**src/rtl/qspi_flash_rd_ctrl_if.sv**
```systemverilog
// rtl/qspi_flash_rd_ctrl_if.sv - word-read request/response handshake between requester and QSPI read controller
//
// Signals:
//   rd_req   requester -> ctrl  read request, held until accepted
//   rd_addr  requester -> ctrl  byte address, [1:0] ignored
//   rd_ready ctrl -> requester  controller idle, request will be taken
//   rd_valid ctrl -> requester  one-cycle pulse, rd_data valid
//   rd_data  ctrl -> requester  little-endian read word
interface qspi_flash_rd_ctrl_if;
    logic        rd_req;
    logic [23:0] rd_addr;
    logic        rd_ready;
    logic        rd_valid;
    logic [31:0] rd_data;

    modport master (
        output rd_req,
        output rd_addr,
        input  rd_ready,
        input  rd_valid,
        input  rd_data
    );

    modport slave (
        input  rd_req,
        input  rd_addr,
        output rd_ready,
        output rd_valid,
        output rd_data
    );
endinterface

```
**src/rtl/qspi_flash_rd_ctrl.sv**
```systemverilog
// rtl/qspi_flash_rd_ctrl.sv - 0xEB fast-read-quad-I/O sequencer returning one 32-bit word per request
//
// Ports:
//   HCLK, HRESETn   system clock, asynchronous active-low reset
//   rd              request/response handshake (slave side)
//   fdi[3:0]        flash SIO sampled
//   fdo[3:0]        flash SIO driven
//   fdoe            output enable for all SIO lines
//   fsclk           flash serial clock, HCLK/2 while a transaction runs
//   fcen            flash chip enable, active-low
module qspi_flash_rd_ctrl #(
    parameter int DUMMY   = 4,
    parameter int CS_HIGH = 2
) (
    input  logic                       HCLK,
    input  logic                       HRESETn,
    qspi_flash_rd_ctrl_if.slave        rd,
    input  logic [3:0]                 fdi,
    output logic [3:0]                 fdo,
    output logic                       fdoe,
    output logic                       fsclk,
    output logic                       fcen
);

    localparam logic [7:0] CMD_OP = 8'hEB;

    typedef enum logic [2:0] {
        S_IDLE, S_CMD, S_ADDR, S_MODE, S_DUMMY, S_DATA, S_DONE, S_GAP
    } state_t;

    state_t      state;
    logic [3:0]  cnt;        // SCK bit index within the current state
    logic        phase_h;    // 0: phase L (fsclk low), 1: phase H (fsclk high)
    logic [23:0] addr_q;
    logic [31:0] data_sr;
    logic [3:0]  gap_cnt;
    logic        rd_valid_q;
    logic [31:0] rd_data_q;

    logic [3:0]  last_cnt;
    logic        bit_last;
    state_t      nxt_state;
    logic [3:0]  nxt_cnt;
    logic [31:0] data_ins;

    assign rd.rd_ready = (state == S_IDLE);
    assign rd.rd_valid = rd_valid_q;
    assign rd.rd_data  = rd_data_q;

    // Pin values {fdoe, fdo} for the SCK bit (st, c); driven for the whole bit.
    function automatic logic [4:0] bit_drive(input state_t st, input logic [3:0] c,
                                             input logic [23:0] a);
        logic [4:0] d;
        d = 5'b0_0000;
        case (st)
            S_CMD:  d = {1'b1, 3'b111, CMD_OP[~c[2:0]]};
            S_ADDR: begin
                case (c)
                    4'd0:    d = {1'b1, a[23:20]};
                    4'd1:    d = {1'b1, a[19:16]};
                    4'd2:    d = {1'b1, a[15:12]};
                    4'd3:    d = {1'b1, a[11:8]};
                    4'd4:    d = {1'b1, a[7:4]};
                    default: d = {1'b1, a[3:0]};
                endcase
            end
            S_MODE:  d = 5'b1_0000;
            default: d = 5'b0_0000;
        endcase
        return d;
    endfunction

    always_comb begin
        case (state)
            S_CMD:   last_cnt = 4'd7;
            S_ADDR:  last_cnt = 4'd5;
            S_MODE:  last_cnt = 4'd1;
            S_DUMMY: last_cnt = 4'(DUMMY - 1);
            default: last_cnt = 4'd7;
        endcase
    end

    assign bit_last = (cnt == last_cnt);

    always_comb begin
        nxt_state = state;
        nxt_cnt   = cnt + 4'd1;
        if (bit_last) begin
            nxt_cnt = 4'd0;
            case (state)
                S_CMD:   nxt_state = S_ADDR;
                S_ADDR:  nxt_state = S_MODE;
                S_MODE:  nxt_state = S_DUMMY;
                S_DUMMY: nxt_state = S_DATA;
                default: nxt_state = S_DONE;
            endcase
        end
    end

    // Nibble k lands in byte k/2; even k is the high nibble.
    always_comb begin
        data_ins = data_sr;
        data_ins[{cnt[2:1], ~cnt[0], 2'b00} +: 4] = fdi;
    end

    always_ff @(posedge HCLK or negedge HRESETn) begin
        if (!HRESETn) begin
            state      <= S_IDLE;
            cnt        <= 4'd0;
            phase_h    <= 1'b0;
            addr_q     <= 24'h0;
            data_sr    <= 32'h0;
            gap_cnt    <= 4'd0;
            rd_valid_q <= 1'b0;
            rd_data_q  <= 32'h0;
            fdo        <= 4'h0;
            fdoe       <= 1'b0;
            fsclk      <= 1'b0;
            fcen       <= 1'b1;
        end else begin
            rd_valid_q <= 1'b0;
            case (state)
                S_IDLE: begin
                    if (rd.rd_req) begin
                        state         <= S_CMD;
                        cnt           <= 4'd0;
                        phase_h       <= 1'b0;
                        addr_q        <= rd.rd_addr & 24'hFF_FFFC;
                        fcen          <= 1'b0;
                        fsclk         <= 1'b0;
                        {fdoe, fdo}   <= bit_drive(S_CMD, 4'd0, addr_q);
                    end
                end
                S_CMD, S_ADDR, S_MODE, S_DUMMY, S_DATA: begin
                    if (!phase_h) begin
                        fsclk   <= 1'b1;
                        phase_h <= 1'b1;
                    end else begin
                        // End of phase H: fdi is sampled here, next bit starts in phase L.
                        fsclk       <= 1'b0;
                        phase_h     <= 1'b0;
                        state       <= nxt_state;
                        cnt         <= nxt_cnt;
                        {fdoe, fdo} <= bit_drive(nxt_state, nxt_cnt, addr_q);
                        if (state == S_DATA) begin
                            data_sr <= data_ins;
                        end
                        if (nxt_state == S_DONE) begin
                            fcen       <= 1'b1;
                            rd_valid_q <= 1'b1;
                            rd_data_q  <= data_ins;
                        end
                    end
                end
                S_DONE: begin
                    gap_cnt <= 4'(CS_HIGH - 1);
                    state   <= (CS_HIGH > 1) ? S_GAP : S_IDLE;
                end
                S_GAP: begin
                    if (gap_cnt <= 4'd1) begin
                        state <= S_IDLE;
                    end else begin
                        gap_cnt <= gap_cnt - 4'd1;
                    end
                end
                default: state <= S_IDLE;
            endcase
        end
    end

endmodule

```
**src/flat_wrapper.sv**
```systemverilog
// flat-port wrapper written by rule: the top's interface ports become plain ports
module qspi_flash_rd_ctrl_flat 
#(
    parameter int DUMMY   = 4,
    parameter int CS_HIGH = 2
)
  (HCLK, HRESETn, fdi, fdo, fdoe, fsclk, fcen, rd_rd_req, rd_rd_addr, rd_rd_ready, rd_rd_valid, rd_rd_data);
  qspi_flash_rd_ctrl_if rd_i ();
  input  logic HCLK;
  input  logic HRESETn;
  input  logic [3:0] fdi;
  output logic [3:0] fdo;
  output logic fdoe;
  output logic fsclk;
  output logic fcen;
  input wire logic [$bits(rd_i.rd_req)-1:0] rd_rd_req;
  input wire logic [$bits(rd_i.rd_addr)-1:0] rd_rd_addr;
  output wire logic [$bits(rd_i.rd_ready)-1:0] rd_rd_ready;
  output wire logic [$bits(rd_i.rd_valid)-1:0] rd_rd_valid;
  output wire logic [$bits(rd_i.rd_data)-1:0] rd_rd_data;
  assign rd_i.rd_req = rd_rd_req;
  assign rd_i.rd_addr = rd_rd_addr;
  assign rd_rd_ready = rd_i.rd_ready;
  assign rd_rd_valid = rd_i.rd_valid;
  assign rd_rd_data = rd_i.rd_data;
  qspi_flash_rd_ctrl #(.DUMMY(DUMMY), .CS_HIGH(CS_HIGH)) u_core (.HCLK(HCLK), .HRESETn(HRESETn), .rd(rd_i), .fdi(fdi), .fdo(fdo), .fdoe(fdoe), .fsclk(fsclk), .fcen(fcen));
endmodule
```
**config.mk**
```make
export PLATFORM = sky130hd
export DESIGN_NAME = qspi_flash_rd_ctrl_flat
export DESIGN_NICKNAME = d
export VERILOG_FILES = /design/src/rtl/qspi_flash_rd_ctrl_if.sv /design/src/rtl/qspi_flash_rd_ctrl.sv /design/src/flat_wrapper.sv
export SDC_FILE = /design/constraint.sdc
export NUM_CORES = 1
export LEC_CHECK = 0
export BUFFER_PORTS_ARGS = -buffer_cell sky130_fd_sc_hd__buf_4
export CORE_MARGIN = 2
export CORE_UTILIZATION = 58
export DETAILED_ROUTE_END_ITERATION = 16
export PLACE_DENSITY = 0.8
export SYNTH_ARGS = -nofsm -noshare
export SYNTH_HDL_FRONTEND = slang
export SYNTH_SLANG_ARGS = --single-unit
```
**constraint.sdc**
```tcl
create_clock -name HCLK -period 3.7 [get_ports HCLK]
set_input_delay 0.555 -clock HCLK [delete_from_list [all_inputs] [get_ports HCLK]]
set_output_delay 0.555 -clock HCLK [all_outputs]
set_load 0.02 [all_outputs]
```
; ---- Word level (Yosys, flattened, before mapping)
; Memories as Yosys holds them, arrays and structs flattened.
; Index checks and enable logic that the tools add are counted.
[classes]
add_sub_neg = 3
order_cmp = 2
eq_ne = 21
n_shift = 2
muxes = 32
bitwise_logic = 2
n_reduce_logical = 13
[ops]
columns = operator, n
row1 = $bwmux W32, 1
row2 = $shift A4 B7 Y32 const A, 1
row3 = $shiftx A4 B7 Y32, 1
row4 = $mux W4, 6
row5 = $pmux W3 S4, 2
row6 = $pmux W4 S2, 3
row7 = $pmux W4 S5, 1
row8 = $eq A3 B3 Y1 const B, 5
row9 = $pmux W5 S3, 1
row10 = $eq A3 B2 Y1 const B, 4
row11 = $mux W3, 4
row12 = $reduce_and A3 Y1, 4
row13 = $mux W1, 10
row14 = $pmux W3 S3, 1
row15 = $eq A4 B2 Y1 const B, 2
row16 = $neg A5 Y7, 1
row17 = $eq A3 B1 Y1 const B, 2
row18 = $ne A2 B1 Y1 const B, 3
row19 = $pmux W1 S2, 3
row20 = $reduce_and A2 Y1, 3
row21 = $reduce_or A5 Y1, 1
row22 = $add A4 B1 Y4 const B, 1
row23 = $eq A4 B1 Y1 const B, 1
row24 = $eq A4 B3 Y1, 1
row25 = 11 further kinds, 13
[word_totals]
register_bits = 105
rom_bits = 8
inputBits = 31
word_cells = 87
memories = 1
[mem_list]
columns = name, words, word_bits, rd, rd_ports_with_merged_regs, wr, line_no
row1 = (no name shown), 8, 1, 1, 0, 0, qspi_flash_rd_ctrl.sv:56  ; S_CMD: d = {1'b1, 3'b111, CMD_OP[~c[2:0]]};

; ---- Depth between registers and ports, before layout
; Gate-level depths: netlist of run 1.
[logic_depth]
ltp_word = 10
ltp_mapped = 10
mapped_depth_nobuf = 8

; ---- Least setup slack after synthesis of run 1
; OpenSTA, ideal clock, no wires.
[synth_timing]
path_type = flip-flop to flip-flop
start = reg u_core.cnt[1]
end = reg u_core.data_sr[0]
setup_ns = 0.125
arrival_ns = 2.444
required_ns = 3.575
path_slack_ns = 1.132
path_stages_with_launch = 10
n_path_buf = 2
synth_period_minus_slack_ns = 2.568
path_cell_list = dfrtp_1 buf_2 clkinv_1 ha_1 ha_1 nor4b_1 nand3_1 or2_2 clkbuf_1 mux2_2
[synth_between]
elab_chain_len = 3
elab_cells_between_ends = 4
[synth_rtl]
columns = element, line_no
row1 = "start, declared", qspi_flash_rd_ctrl.sv:32  ; logic [3:0] cnt;
row2 = "start signal, assigned", qspi_flash_rd_ctrl.sv:143  ; cnt <= nxt_cnt;
row3 = $neg A5 Y7 (*), qspi_flash_rd_ctrl.sv:103  ; data_ins[{cnt[2:1], ~cnt[0], 2'b00} +: 4] = fdi;
row4 = $shiftx A4 B7 Y32 or $shift A4 B7 Y32 (tied branches), qspi_flash_rd_ctrl.sv:103
row5 = $bwmux W32 (*), qspi_flash_rd_ctrl.sv:103
row6 = "end signal, assigned", qspi_flash_rd_ctrl.sv:146  ; data_sr <= data_ins;
row7 = "end, declared", qspi_flash_rd_ctrl.sv:35  ; logic [31:0] data_sr;
; Every way passes the cells marked *; elsewhere a longest branch is shown, timed or not.
; A chain may end at the register's enable or synchronous reset.

; ---- Worst setup path after layout of run 1
[layout_timing]
start = reg u_core.cnt[1]
end = reg u_core.data_sr[24]
; The elaborated chain is that of the path after synthesis.

==> summary.md, run 1 <==
| Metric | Value |
|---|---|
| Leak pwr | 2.618 nW |
| Pin count of the biggest net entering global routing | 66 |
| Worst Skew | 14.14 ps |
| Clock sink total | 105 |
| Synth Warn # | 0 |
| Worst hold-check path type | in -> async |
| Die Y | 98.69 um |
| Non-Filler Instances | 665 |
| Number of global-route vias before repair | 3833 |
| Synth unique cells | 67 |
| DP Worst Slack | 659.7 ps |
| Type of origin of the critical path | flip-flop |
| Status | finished, final reports clean |
| # diodes | 0 |
| Routed wire per std cell | 16.83 um |
| DP Cell Count | 649 |
| Area growth syn-to-layout | 14.70% |
| # DRC | 0 |
| Tot Pwr | 4.276 mW |
| Commonest cells post-synth | dfrtp_1, nor2_1, a21oi_1, nand2_1, mux2i_1 |
| Setup CP Type | reg -> reg |
| CTS tree | built |
| Ranking of synthesized cells by area | dfrtp_1, mux2_2, mux2i_1 |
| Cells after Synth | 495 |
| Final period utilization | 82.83% |
| WL final | 11.19 mm |
| DR pass1 iterations | 6 |
| Placed inst area | 5778 um2 |
| RSZ-0062 raised after global routing | no |
| Worst-path maximum fanout | 14 |
| Async SR Flop Fraction | 100.0% |
| H-tree Lvls | 3 |
| Initial antenna violation count | 0 |
| Total GRT Usage | 24.05% |
| Via count | 3977 |
| Critical Path RT | 3970 ps |
| Core Region | 8721 um2 |
| Hpwl dp | 7.833 mm |
| Die ar. | 9739 um2 |
| Final nets | 588 |
| Row count | 34 |
| Slew @ Worst Pin | 771.3 ps |
| PD cells | 716.9 nW/um2 |
| Vias per cell | 5.980 |
| Slew Viols, Final | 0 |
| Clk pin slew, worst setup/hold paths | 110 ps |
| Clk Latency, worst-skew pair | 380 ps |
| Cts bufs inserted | 9 |
| Max-cap viol count | 0 |
| Detailed Route Iter0 Violations | 192 |
| Achievable Freq | 326.3 MHz |
| Synth Cell Area | 5200 um2 |
| Post-CTS Setup Bufs | 0 |
| CTS max path bufs | 2 |
| Ys flop type | dfrtp_1 |
| Endpoints failing hold | 0 |
| Seq cells post-synth | 105 |
| Routed Antenna Nets | 0 |
| VDD IR-drop max | 367.8 uV |
| Final instance area | 5964 um2 |
| Final GP Congestion | 0.8975 |
| First-pass GRT wire length | 18.85 mm |
| Count leader, synth | dfrtp_1 |
| Post-CTS Resized | 0 |
| Die W | 98.69 um |
| CTS Hold Bufs | 0 |
| Share of layout cells above drive strength 1 | 25.85% |
| Total grt overflow | 0 |
| Post-Syn Area per Cell | 10.51 um2 |
| Endpoint class of the critical path | flip-flop |
| Post-synth EDFFs | 0 |
| Tmin final | 3065 ps |
| Setup TNS | 0 ps |
| Top-area cell type share of the netlist area | 50.05% |
| Post-synthesis sequential area ratio | 50.55% |
| Rel. slew slack | 47.91% |
| Port Buffers | 69 |
| Post-Syn Nets | 531 |
| Area leader, netlist | dfrtp_1 |
| Initial Util | 59.63% |
| Critical path arrival | 3330 ps |
| Boundary Pins | 72 |
| # setup viols final | 0 |
| Setup WS post-layout | 635.2 ps |
| Clock tree root driver cell | clkbuf_8 |
==> state kept, by name, indices dropped and copies added, names as in the netlist <==
name,flops
u_core.data_sr,32
u_core.fcen,1
u_core.rd.rd_data,32
u_core.state,3
u_core.cnt,4
u_core.fdo,4
u_core.rd.rd_valid,1
u_core.addr_q,22
u_core.phase_h,1
u_core.fdoe,1
u_core.gap_cnt,4
==> layer usage <==
metal  wire length, um  GRT usage [%]  vias up
li1                  -              -     1889
met2              5630          39.30      126
met1              4794          33.03     1944
met3               595          4.752       18
met5                 0              0        -
met4               167          6.955        0
==> final timing paths <==
path,cells past startpoint,from,to,slack [ps]
worst min-delay path,1,HRESETn,u_core.rd.rd_data[6],200
max in group asynchronous,2,HRESETn,u_core.fcen,2640
worst min register to register,2,u_core.data_sr[28],u_core.data_sr[28],490
min in group HCLK,2,rd_rd_addr[16],u_core.addr_q[16],410
worst max-delay path,6,u_core.cnt[1],u_core.data_sr[24],640
worst max register to register,6,u_core.cnt[1],u_core.data_sr[24],640
==> where the power goes <==
part / total [mW] / switching [mW] / internal (mW)
sequential: 1.69 / 0.266 / 1.42
clock: 0.683 / 0.408 / 0.275
combinational: 1.90 / 1.09 / 0.814
==> cell usage in the layout, fill, tap and decap left out, drive strengths merged, types with 3 or more instances in the layout <==
cell | netlist | routed
nor2 | 48 | 48
nand3 | 12 | 12
nand2b | 3 | 3
o21ai | 30 | 30
o221ai | 4 | 4
or2 | 3 | 3
dfrtp | 104 | 104
nor2b | 5 | 5
buf | 14 | 77
o31ai | 5 | 5
nor3b | 3 | 3
nand2 | 40 | 40
mux2 | 38 | 38
a21oi | 43 | 43
xor2 | 3 | 3
o2111ai | 4 | 4
o211ai | 4 | 4
nor3 | 13 | 13
o41ai | 4 | 4
mux2i | 36 | 36
ha | 5 | 5
clkbuf | 17 | 11
inv | 12 | 15
o21a | 3 | 3
nor4 | 3 | 3
or3 | 3 | 3
==> cell type report <==
type	instances	area, um2
flip-flops and latches	105	2629
clock buffers	11	141.4
inverters	13	48.80
clock inverters	5	45.04
fillers	672	2756
repair buffers	77	578.1
multi-input cells	346	2387
well taps	108	135.1
==> kinds of logic (layout without fill, tap and decap cells) <==
group,count (synthesis),count (layout),synth area share [%]
simple gates,145,145,13.84
compound gates,116,116,14.15
flops,105,105,50.55
mux,74,74,15.16
buf+inv,44,106,3.802
xor+xnor,6,6,1.299
fa+ha+maj,5,5,1.203
==> worst max-delay path, stage by stage (launching register included) <==
cell,delay (ps)
dfrtp_1,560
clkinv_1,330
ha_1,720
nand2b_1,230
or3_1,490
or2_1,320
mux2_1,330
==> metrics by stage <==
| step | hold slack [ps] | util, % |
|---|---|---|
| final | 203.8 | 68.39 |
| after global placement | 461.1 | 66.26 |
| after detailed placement | 469.4 | 66.26 |
| after CTS | 230.1 | 68.39 |
| after global routing | 254.0 | 68.39 |
| after floorplan | 259.4 | - |
Note: power is estimated with default switching activity, not from simulation.
==> run 2: changes to the inputs <==
- CORE_UTILIZATION: 58 -> 52
- PLACE_DENSITY: 0.8 -> 0.76
- clock period: 3.7 -> 2.7 ns (I/O delays scaled with it)
==> run 2 against run 1 <==
Largest power group unchanged. Total power increased by 42%. Sequential power increased by 31%. Critical endpoint unchanged. Worst hold slack improved by 46 ps. Combinational power increased by 52%. Register-to-register slack got worse by 300 ps. Sequential cell count unchanged.
==> summary.md, run 2 (same netlist as run 1, synthesis figures left out) <==
| Metric | Value |
|---|---|
| Post-CTS Resized | 0 |
| R2R Path End | u_core.data_sr[24] |
| Total grt overflow | 0 |
| CTS tree | built |
| Endpoints failing hold | 0 |
| # DRC | 0 |
| First-pass GRT wire length | 18.70 mm |
| DR pass1 iterations | 7 |
| R2r setup slk | 330 ps |
| Boundary Pins | 72 |
| Clock tree root driver cell | clkbuf_8 |
| Port Buffers | 69 |
| # setup viols final | 0 |
| Commonest cells after routing, fill and taps aside | dfrtp_1, buf_4, nor2_1 |
| Hold Path End | u_core.addr_q[11] |
| Leading cell type in the layout, fill and taps excluded | dfrtp_1 |
| Final nets | 608 |
| Internal power | 3.649 mW |
| Final period utilization | 87.67% |
| Endpoint class of the critical path | flip-flop |
| Register area | 2629 um2 |
| Clk pin slew, worst setup/hold paths | 100 ps |
| Routed wire per std cell | 15.67 um |
| Hpwl dp | 7.965 mm |
| H-tree Lvls | 3 |
| Cells on Worst Hold Path | 2 |
| Die W | 104 um |
| Initial antenna violation count | 0 |
| Flop pwr share | 36.6% |
| Detailed Route Iter0 Violations | 220 |
| WL final | 11.13 mm |
| Worst Skew | 10.88 ps |
| Fin util | 63.45% |
| Pin count of the biggest net entering global routing | 66 |
| Critical Path RT | 2960 ps |
| Combinational power share | 47.6% |
| Hold Crit Start | rd_rd_addr[11] |
| NetSw | 2.429 mW |
| R2R cell count | 7 |
| Slew @ Worst Pin | 563.3 ps |
| CTS Hold Bufs | 1 |
| Fillers | 818 |
| Share of layout cells above drive strength 1 | 28.42% |
| CTS max path bufs | 2 |
| Status | finished, final reports clean |
| Post-CTS Setup Bufs | 0 |
| Initial Util | 53.45% |
| Clock sink total | 105 |
| # diodes | 0 |
| Number of global-route vias before repair | 3852 |
| Vias per cell | 5.651 |
| Worst hold-check path type | in -> reg |
| Setup CP Type | reg -> reg |
| Max-cap viol count | 0 |
| Switching Share | 39.97% |
| Final GP Congestion | 0.8659 |
| Via count | 4012 |
| Setup TNS | 0 ps |
| Area growth syn-to-layout | 18.72% |
| Total GRT Usage | 21.20% |
| Critical path arrival | 2630 ps |
| Tmin final | 2367 ps |
| Core Region | 9729 um2 |
| Slew Viols, Final | 0 |
| PD cells | 984.6 nW/um2 |
| Clk Latency, worst-skew pair | 380 ps |
| Type of origin of the critical path | flip-flop |
| Multi-input logic area | 2387 um2 |
| RSZ-0062 raised after global routing | no |
| Worst-path maximum fanout | 5 |
| Row count | 36 |
| Cts bufs inserted | 9 |
| VDD IR-drop max | 500.3 uV |
| Routed Antenna Nets | 0 |
| Reg2reg start | u_core.cnt[1] |
| Achievable Freq | 422.5 MHz |
| Leak pwr | 2.730 nW |
| Clk network pwr share | 15.9% |
| Die Y | 104 um |
| Rel. slew slack | 62.05% |
| Die ar. | 10820 um2 |
## run 2: cell count changes in the layout (fill, tap and decap cells not counted)
cell           before  now
buf_12              0    1
buf_4              77   95
clkbuf_1            1    0
clkbuf_8           10   12
clkinv_2            0    1
clkinvlp_4          1    0
dlygate4sd3_1       0    1
inv_6               2    1
## run 2: worst max-delay path by stage
stage | from | endpoint | slack, ps | cells after the start
after CTS | u_core.cnt[1] | u_core.data_sr[24] | 340 | 7
after detailed placement | u_core.cnt[1] | u_core.data_sr[24] | 360 | 7
after global placement | u_core.cnt[0] | u_core.fdo[3] | 450 | 8
final | u_core.cnt[1] | u_core.data_sr[24] | 330 | 7
after global routing | u_core.cnt[0] | u_core.fdo[1] | 230 | 8
after floorplan | u_core.cnt[1] | u_core.data_sr[0] | 130 | 9
## run 2: layout make-up
type | count | area share (%)
Tap cell | 133 | 2.696
Multi-Input combinational cell | 346 | 38.67
Timing Repair Buffer | 97 | 12.04
Sequential cell | 105 | 42.58
Clock buffer | 12 | 2.675
Inverter | 13 | 0.7904
Clock inverter | 4 | 0.5472
## run 2: per-layer routing
metal	vias up	share of wire [%]	GRT usage [%]
met1	1968	45	28.87
li1	1929	-	-
met2	102	49	34.07
met5	-	0	0
met4	0	1.5	8.108
met3	13	4.2	3.697
## run 2: worst max-delay path, stage by stage (launching register included)
cell and delay (ps):
dfrtp_1 420, clkinv_1 110, ha_1 190, ha_1 250, nand2b_1 240, or3_1 390, or2_1 300, mux2_1 350
## run 2: power by group through the flow
stage	combinational, mW	clock, mW	sequential (mW)
finish	2.89	0.964	2.22
global route	3.15	1.05	2.27
detailed placement	2.85	0	2.25
floorplan	1.90	0	2.28
CTS	2.87	0.987	2.22
global placement	2.78	0	2.23
## run 2: metrics by stage
stage	power, mW	setup slack [ps]	hold WS (ps)	area [um2]	std cells
floorplan	4.176	131.7	109.4	5200	495
global placement	5.006	454.4	378.8	5964	693
detailed placement	5.098	359.6	388.7	5964	693
CTS	6.080	336.6	244.0	6173	710
global route	6.466	232.0	240.4	6173	710
finish	6.078	333.0	249.7	6173	710
==> run 3: changes to the inputs <==
- BUFFER_PORTS_ARGS: -buffer_cell sky130_fd_sc_hd__buf_4 -> unset
- CORE_UTILIZATION: 52 -> 58
- DONT_BUFFER_PORTS: unset -> 1
- GPL_TIMING_DRIVEN: unset -> 0
- PLACE_DENSITY: 0.76 -> 0.74
- clock period: 2.7 -> 2.9 ns (I/O delays scaled with it)
==> run 3 against run 2 <==
The flow now finishes with violations (hold timing). Sequential power decreased by 2%. Register-to-register slack lost 170 ps. Worst hold slack worse by 320 ps. Combinational power fell by 19%. Global-route usage grew 3.1 points. Total power fell by 12%. Critical path type unchanged. Critical endpoint is now u_core.data_sr[17]. Largest cell class unchanged. Highest routed layer unchanged.
==> summary.md, run 3 (same netlist as run 1, synthesis figures left out) <==
| Metric | Value |
|---|---|
| Status | finished with violations |
| Failing checks | hold timing |
| CTS tree | built |
| Worst path cell trace | clkbuf_4, clkinv_2, ha_1, ha_1, o211ai_1, nor3_4, and2_0, mux2_2 |
| DR pass1 iterations | 5 |
| Clock sink total | 105 |
| Detailed Route Iter0 Violations | 279 |
| Via count | 3831 |
| Die W | 98.69 um |
| Setup WS post-layout | 159.7 ps |
| Cts bufs inserted | 9 |
| Largest stage delay on the critical path | 420 ps |
| Final period utilization | 94.49% |
| # DRC | 0 |
| Worst Skew | 15.50 ps |
| Worst-path maximum fanout | 9 |
| Vias per cell | 6.179 |
| WHS | -68.63 ps |
| WL final | 11.34 mm |
| Boundary Pins | 72 |
| Most used cell, CP | ha_1 |
| Initial antenna violation count | 0 |
| Routed wire per std cell | 18.30 um |
| # diodes | 0 |
| Core Region | 8721 um2 |
| Type of origin of the critical path | flip-flop |
| Final GP Congestion | 0.8615 |
| # setup viols final | 0 |
| Die ar. | 9739 um2 |
| CTS max path bufs | 2 |
| Clock tree root driver cell | clkbuf_8 |
| Leak pwr | 2.360 nW |
| Total grt overflow | 0 |
| Area growth syn-to-layout | 7.459% |
| Rel. slew slack | 44.61% |
| CP max-delay cell | ha_1 |
| Slew Viols, Final | 0 |
| H-tree Lvls | 3 |
| Endpoints failing hold | 16 |
| Clk pin slew, worst setup/hold paths | 110 ps |
| Critical path arrival | 3000 ps |
| Pin count of the biggest net entering global routing | 106 |
| Setup TNS | 0 ps |
| Commonest cells after routing, fill and taps aside | dfrtp_1, nor2_1, a21oi_1 |
| VDD IR-drop max | 492.1 uV |
| Hpwl dp | 8.186 mm |
| Row count | 34 |
| Number of global-route vias before repair | 3850 |
| Leading cell type in the layout, fill and taps excluded | dfrtp_1 |
| Die Y | 98.69 um |
| Setup CP Type | reg -> reg |
| Total GRT Usage | 24.25% |
| R2R cell count | 8 |
| Share of layout cells above drive strength 1 | 16.99% |
| PD cells | 961.5 nW/um2 |
| Initial Util | 59.63% |
| Worst hold-check path type | in -> async |
| Tmin final | 2740 ps |
| Slew @ Worst Pin | 820.1 ps |
| DP Worst Slack | -95.22 ps |
| Clk Latency, worst-skew pair | 380 ps |
| RSZ-0062 raised after global routing | no |
| Achievable Freq | 364.9 MHz |
| Final nets | 543 |
| Max-cap viol count | 0 |
| Port Buffers | 0 |
| Critical Path RT | 3160 ps |
| Routed Antenna Nets | 0 |
| First-pass GRT wire length | 18.82 mm |
| Endpoint class of the critical path | flip-flop |
-- run 3: cell count changes in the layout (fill, tap and decap cells not counted), sizes merged --
cell         before  now
inv              14   15
clkinv            3    2
dlygate4sd3       1    0
buf              96   15
clkbuf           12   28
clkinvlp          0    1
-- run 3: routing by layer --
metal,track usage [%],up-vias,share of wire (%)
li1,-,1797,-
met1,33.07,1901,46
met2,39.40,114,48
met3,5.106,19,5.2
met4,7.482,0,1.6
met5,0,-,0
-- run 3: metrics by stage --
stage	cells	cell area (um2)	util (%)	total power, mW	hold slack [ps]
finish	620	5588	64.07	5.372	-68.63
global placement	603	5335	61.18	4.326	142.1
global route	620	5588	64.07	5.725	15.96
detailed placement	603	5335	61.18	4.413	142.4
floorplan	495	5200	-	3.888	139.4
CTS	621	5563	63.79	5.319	6.438
-- run 3: path summary, 6_finish.rpt --
kind / start / to / slack [ps]
setup / recovery: u_core.cnt[1] / u_core.data_sr[17] / 160
hold / removal: HRESETn / u_core.gap_cnt[2] / -70
setup reg to reg: u_core.cnt[1] / u_core.data_sr[17] / 160
hold reg to reg: u_core.data_sr[4] / u_core.data_sr[4] / 490
max in group asynchronous: HRESETn / u_core.addr_q[6] / 2500
min in group HCLK: rd_rd_addr[22] / u_core.addr_q[22] / 200
-- run 3: timing repair --
item,in CTS,in global routing
resized for setup,2,8
gates cloned,0,0
hold buffers,1,0
setup endpoints to repair,20,17
pin swaps,1,0
endpoints found under the hold margin,105,0
buffers inserted,1,0
-- run 3: cell type report --
| type | count | area [um2] |
|---|---|---|
| tap | 108 | 135.1 |
| sequential | 105 | 2629 |
| clock buffer | 11 | 141.4 |
| inverter | 13 | 50.05 |
| buffer | 30 | 148.9 |
| clock inverter | 5 | 45.04 |
| fill | 715 | 3133 |
| multi-input combinational | 346 | 2404 |
| timing repair buffer | 2 | 35.03 |
-- run 3: power by group --
| group | switching (mW) | internal, mW | total [mW] |
|---|---|---|---|
| Clock | 0.514 | 0.350 | 0.864 |
| Combinational | 1.39 | 0.938 | 2.33 |
| Sequential | 0.359 | 1.82 | 2.18 |
-- run 3: critical path: cells and delay by family (launching register included) --
| kind | cells | cell delay, ps |
|---|---|---|
| and+or+nand+nor | 2 | 660 |
| AOI/OAI and AO/OA | 1 | 230 |
| DFF | 1 | 360 |
| adders and majority gates | 2 | 640 |
| buffers and inverters | 2 | 360 |
| muxes | 1 | 370 |
